$ cat config.mk
export PLATFORM = sky130hd
export DESIGN_NAME = store_merge_unit
export DESIGN_NICKNAME = d
export VERILOG_FILES = /design/src/rtl/store_merge_unit.sv
export SDC_FILE = /design/constraint.sdc
export NUM_CORES = 1
export LEC_CHECK = 0
export CORE_UTILIZATION = 41
export DETAILED_ROUTE_END_ITERATION = 8
export PLACE_DENSITY_LB_ADDON = 0.25
export SYNTH_ARGS = -nofsm -noshare
export SYNTH_HDL_FRONTEND = slang
export SYNTH_SLANG_ARGS = --single-unit
$ cat constraint.sdc
create_clock -name clk -period 2.7 [get_ports clk]
set_input_delay 0.27 -clock clk [delete_from_list [all_inputs] [get_ports clk]]
set_output_delay 0.27 -clock clk [all_outputs]
set_load 0.01 [all_outputs]
$ cat src/rtl/store_merge_unit.sv
// -----------------------------------------------------------------------------
// store_merge_unit
//
// Purpose
//   Store side of the load/store path. Takes one store request at a time
//   (word, halfword, or optionally byte) and writes it into a 32-bit
//   word-organised synchronous data RAM. Word stores are written directly.
//   Sub-word stores read the target word, merge the new lane(s) in, and write
//   the whole word back.
//
// Configuration
//   STORE_BYTE_EN  defined   : byte stores (req_sb) are supported.
//                  undefined : byte stores are rejected with done+err and no
//                              RAM access; the merge path handles halfwords only.
//
// Parameters
//   ADDR_W      word-address width of the data RAM. Byte address bits
//               [ADDR_W+1:2] are used; higher address bits are dropped.
//
// Ports
//   clk, rst_n          rising-edge clock, asynchronous active-low reset
//   req_valid/ready     store request handshake (see below)
//   req_addr[31:0]      byte address
//   req_data[31:0]      store data (SH uses [15:0], SB uses [7:0])
//   req_sh, req_sb      halfword / byte store; both low = word store
//   mem_addr            RAM word address, held from READ through WRITE
//   mem_rd_en           RAM read strobe; mem_rdata is valid the next cycle
//   mem_rdata[31:0]     RAM read data
//   mem_wr_en           RAM full-word write strobe
//   mem_wdata[31:0]     RAM write data
//   done                one-cycle completion pulse
//   err                 with done: request rejected, nothing written
//   dbg_state[2:0]      current FSM state (IDLE=0 READ=1 MERGE=2 WRITE=3 ERR=4)
//
// Handshake
//   A request transfers on a rising edge where req_valid && req_ready.
//   req_ready is high only in IDLE and depends on nothing but the state.
//   Address, data and store type are captured on that edge. The request
//   inputs are ignored from then on until the unit is back in IDLE. The
//   request finishes with exactly one done pulse.
// -----------------------------------------------------------------------------
module store_merge_unit #(
    parameter int ADDR_W = 10
) (
    input  logic              clk,
    input  logic              rst_n,
    input  logic              req_valid,
    output logic              req_ready,
    input  logic [31:0]       req_addr,
    input  logic [31:0]       req_data,
    input  logic              req_sh,
    input  logic              req_sb,
    output logic [ADDR_W-1:0] mem_addr,
    output logic              mem_rd_en,
    input  logic [31:0]       mem_rdata,
    output logic              mem_wr_en,
    output logic [31:0]       mem_wdata,
    output logic              done,
    output logic              err,
    output logic [2:0]        dbg_state
);

    localparam logic [2:0] S_IDLE  = 3'd0;
    localparam logic [2:0] S_READ  = 3'd1;
    localparam logic [2:0] S_MERGE = 3'd2;
    localparam logic [2:0] S_WRITE = 3'd3;
    localparam logic [2:0] S_ERR   = 3'd4;

    logic [2:0]        state_q, state_d;
    logic [ADDR_W-1:0] addr_q,  addr_d;
    // Sub-word data replicated across every lane it could land in, plus a
    // byte-enable mask that selects the lanes actually being written.
    logic [31:0]       data_q,  data_d;
    logic [3:0]        be_q,    be_d;
    logic [31:0]       wdata_q, wdata_d;

    logic              is_word;
    logic              is_half;
    logic              reject;
    logic [31:0]       merged;

    // Address bits above the RAM range are dropped (addresses wrap).
    logic              unused_addr_hi;
    assign unused_addr_hi = &{1'b0, req_addr[31:ADDR_W+2]};

    // Request classification, evaluated on the request inputs in IDLE.
    always_comb begin
        is_word = !req_sh && !req_sb;
        is_half =  req_sh && !req_sb;
        reject  = 1'b0;
        if (req_sh && req_sb) begin
            reject = 1'b1;
        end else if (is_word && (req_addr[1:0] != 2'b00)) begin
            reject = 1'b1;
        end else if (is_half && req_addr[0]) begin
            reject = 1'b1;
        end
`ifndef STORE_BYTE_EN
        if (!req_sh && req_sb) begin
            reject = 1'b1;
        end
`endif
    end

    // Lane merge: enabled bytes come from the store data, the rest keep the
    // RAM contents that were read in the previous cycle.
    always_comb begin
        merged = mem_rdata;
        for (int i = 0; i < 4; i++) begin
            if (be_q[i]) begin
                merged[8*i +: 8] = data_q[8*i +: 8];
            end
        end
    end

    always_comb begin
        state_d = state_q;
        addr_d  = addr_q;
        data_d  = data_q;
        be_d    = be_q;
        wdata_d = wdata_q;
        case (state_q)
            S_IDLE: begin
                if (req_valid) begin
                    if (reject) begin
                        // mem_addr stays untouched for rejected requests.
                        state_d = S_ERR;
                    end else begin
                        addr_d = req_addr[ADDR_W+1:2];
                        if (is_word) begin
                            wdata_d = req_data;
                            state_d = S_WRITE;
                        end else begin
`ifdef STORE_BYTE_EN
                            if (is_half) begin
                                data_d = {2{req_data[15:0]}};
                                be_d   = req_addr[1] ? 4'b1100 : 4'b0011;
                            end else begin
                                data_d = {4{req_data[7:0]}};
                                be_d   = 4'b0001 << req_addr[1:0];
                            end
`else
                            data_d = {2{req_data[15:0]}};
                            be_d   = req_addr[1] ? 4'b1100 : 4'b0011;
`endif
                            state_d = S_READ;
                        end
                    end
                end
            end
            S_READ: begin
                state_d = S_MERGE;
            end
            S_MERGE: begin
                wdata_d = merged;
                state_d = S_WRITE;
            end
            S_WRITE: begin
                state_d = S_IDLE;
            end
            S_ERR: begin
                state_d = S_IDLE;
            end
            default: begin
                state_d = S_IDLE;
            end
        endcase
    end

    always_ff @(posedge clk or negedge rst_n) begin
        if (!rst_n) begin
            state_q <= S_IDLE;
            addr_q  <= '0;
            data_q  <= '0;
            be_q    <= '0;
            wdata_q <= '0;
        end else begin
            state_q <= state_d;
            addr_q  <= addr_d;
            data_q  <= data_d;
            be_q    <= be_d;
            wdata_q <= wdata_d;
        end
    end

    // All strobes decode straight from the state, so a reset drops them
    // immediately and rd/wr can never overlap.
    assign req_ready = (state_q == S_IDLE);
    assign mem_rd_en = (state_q == S_READ);
    assign mem_wr_en = (state_q == S_WRITE);
    assign done      = (state_q == S_WRITE) || (state_q == S_ERR);
    assign err       = (state_q == S_ERR);
    assign mem_addr  = addr_q;
    assign mem_wdata = wdata_q;
    assign dbg_state = state_q;

endmodule

==> metrics.md <==
| Metric | Value |
|---|---|
| Tot Pwr | `4.85 mW` |
| Synth Warn # | `0` |
| Initial antenna violation count | `0` |
| CP Class | `reg -> out` |
| Worst-path clk slew | `70 ps` |
| PnR worst setup slack | `527 ps` |
| Die W | `89.3 microns` |
| Layout cells sized above 1 | `0.144` |
| Minimum clock period | `2170 ps` |
| Post-cts resize count | `0` |
| Worst-Margin Slew | `1020 ps` |
| Tcrit/Tclk final | `0.805` |
| Clock Skews | `5.24 ps` |
| Setup bufs post-CTS | `0` |
| Floorplan row count | `31` |
| Run status | `finished clean` |
| Routed Antenna Nets | `0` |
| Overflow after GRT | `0` |
| DRT iter0 DRCs | `129` |
| Initial Util | `0.428` |
| Maximum root-to-sink buffer count | `2` |
| Post-synth cell types | `31` |
| Main area contributors after synthesis | `dfrtp_1, mux2i_1, mux2_2` |
| Synth top area share | `0.505` |
| WL per Instance | `17.7 microns` |
| Synth async-reset ratio | `1.00` |
| CTS root buf | `clkbuf_8` |
| Number of buffers inserted by hold repair at cts | `0` |
| Area leader, netlist | `dfrtp_1` |
| Clock sink total | `63` |
| I/O pins | `151` |
| Synth Cell Area | `0.00312 sq mm` |
| Commonest cells after routing, fill and taps aside | `clkdlybuf4s50_1, dfrtp_1, nand2_1` |
| Critical path launch point type | `register` |
| Pre-CTS setup slack | `453 ps` |
| Final instance area | `0.00470 sq mm` |
| Leak | `1.94 nW` |
| Die Footprint | `0.00797 sq mm` |
| Die span in y | `89.3 microns` |
| Pins Over Slew Limit | `0` |
| DRC viols | `0` |
| Final Util | `0.645` |
| Via-per-instance ratio | `5.47` |
| DR vias | `2739` |
| CORE AREA | `0.00729 sq mm` |
| Synth Flop Type | `dfrtp_1` |
| Syn_nets | `376` |
| Final #Nets | `500` |
| Synth Register Bits | `63` |
| Final Wtd Congestion | `0.831` |
| HPWL after DPL | `6190 microns` |
| Fillers | `608` |
| Number of setup violations in the final report | `0` |
| Sequential fraction of the synthesis area | `0.505` |
| Power Dens Cells | `1030 mW/mm^2` |
| CP Capture Type | `output pin` |
| CTS H-tree lvls | `3` |
| Largest net degree at the start of global routing | `35` |
| Worst-path maximum fanout | `10` |
| Biggest cell delay along the critical path | `530 ps` |
| Max frequency | `460 MHz` |
| Slew headroom | `0.320` |
| EDFF count, synth | `0` |
| Number of global-route vias before repair | `2763` |
| Clock insertion delay at the later pin of the skew report | `340 ps` |
| Cell Chain, Critical Path | `nor2_1 > and2_1 > or2_2 > clkdlybuf4s50_1` |
| Worst Path Arrival | `1900 ps` |
| Most common cell after layout, fill and taps aside | `clkdlybuf4s50_1` |
| Total Routing Usage GR | `0.232` |
| Area delta synth->final | `50.7%` |
| Post-Route WL | `8870 microns` |
| Syn_area_per_cell | `11.4 sq um` |
| I/O Buffers | `130` |
| Pre-Repair DR Iteration Count | `4` |
| Slowest library cell on the worst path | `dfrtp_1` |
| Placed Area | `0.00454 sq mm` |
| Max Cap Viol | `0` |
| Final Hold Viols | `0` |
| Mapped Cells | `275` |
| RSZ-0062 raised after global routing | `false` |
| CTS tree | `done` |
| Fin Setup TNS | `0 ps` |
| Required @ worst endpoint | `2430 ps` |
| First-pass GRT wire length | `13700 microns` |
| Antenna cell count | `0` |
| Min-Delay Path Class | `in -> async` |
| CTS Buf Count | `9` |
| Max IR drop VDD | `0.480 mV` |
==> cells in the mapped netlist (2+ instances only) <==
cell type	n
dfrtp_1	63
nand2_1	33
mux2i_1	24
nand3_1	24
o221ai_1	23
clkbuf_1	19
mux2_2	18
o211ai_1	18
mux2_4	9
nand4_1	9
nand2b_1	7
buf_2	4
or2_2	4
nor2_1	2
nor3b_1	2
==> state kept, by name, indices dropped and copies added, names as in the netlist <==
name       flops
mem_addr      10
mem_wdata     32
be_q           2
data_q        16
dbg_state      3
==> metrics by stage <==
stage               hold slack, ps  cells
floorplan                    -25.6    275
global placement               396    487
detailed placement             406    487
CTS                           38.1    501
global route                  58.3    501
finish                        18.4    501
==> logic make-up (layout without fill, tap and decap cells) <==
logic type	Yosys count	count (layout)	share of synthesized area
AOI/OAI and AO/OA	44	44	0.114
buffers and inverters	27	154	0.0401
DFF	63	63	0.505
muxes	51	51	0.185
and+or+nand+nor	90	90	0.156
==> where the power goes <==
group          internal [mW]  switching, mW  leakage [nW]
combinational           1.37          0.939          1.07
clock                  0.373          0.346        0.0854
sequential              1.40          0.430         0.781
total                   3.13           1.71          1.94
==> metal layers <==
metal	GRT usage	part of all wire
met4	0.0880	0.016
met2	0.386	0.50
met1	0.292	0.43
met5	0	0
met3	0.0582	0.051
==> final cells by class <==
class / instances / area, sq um / area share
clock buffers: 13 / 159 / 0.0338
clock inverters: 1 / 5.00 / 0.00106
well taps: 99 / 124 / 0.0263
repair buffers: 139 / 1400 / 0.298
multi-input cells: 185 / 1440 / 0.305
flip-flops and latches: 63 / 1580 / 0.335
inverters: 1 / 3.75 / 0.000798
==> path summary, 6_finish.rpt <==
path,from,to,slack [ps],depth (start not counted)
worst max register to register,dbg_state[2]$_DFFE_PN0P_,data_q[30]$_DFFE_PN0P_,640,4
worst min-delay path,rst_n,data_q[18]$_DFFE_PN0P_,20,1
max in group asynchronous,rst_n,mem_addr[0]$_DFFE_PN0P_,1920,2
worst min register to register,mem_addr[9]$_DFFE_PN0P_,mem_addr[9]$_DFFE_PN0P_,510,1
worst max-delay path,dbg_state[0]$_DFFE_PN0P_,done,530,4
min in group clk,mem_addr[9]$_DFFE_PN0P_,mem_addr[9]$_DFFE_PN0P_,510,1
==> critical path, delay by kind of cell, from the launching register on <==
kind | cells | cell delay, ps
buf+inv | 1 | 480
flops | 1 | 530
simple gates | 3 | 560
Note: power is estimated with default switching activity, not from simulation.
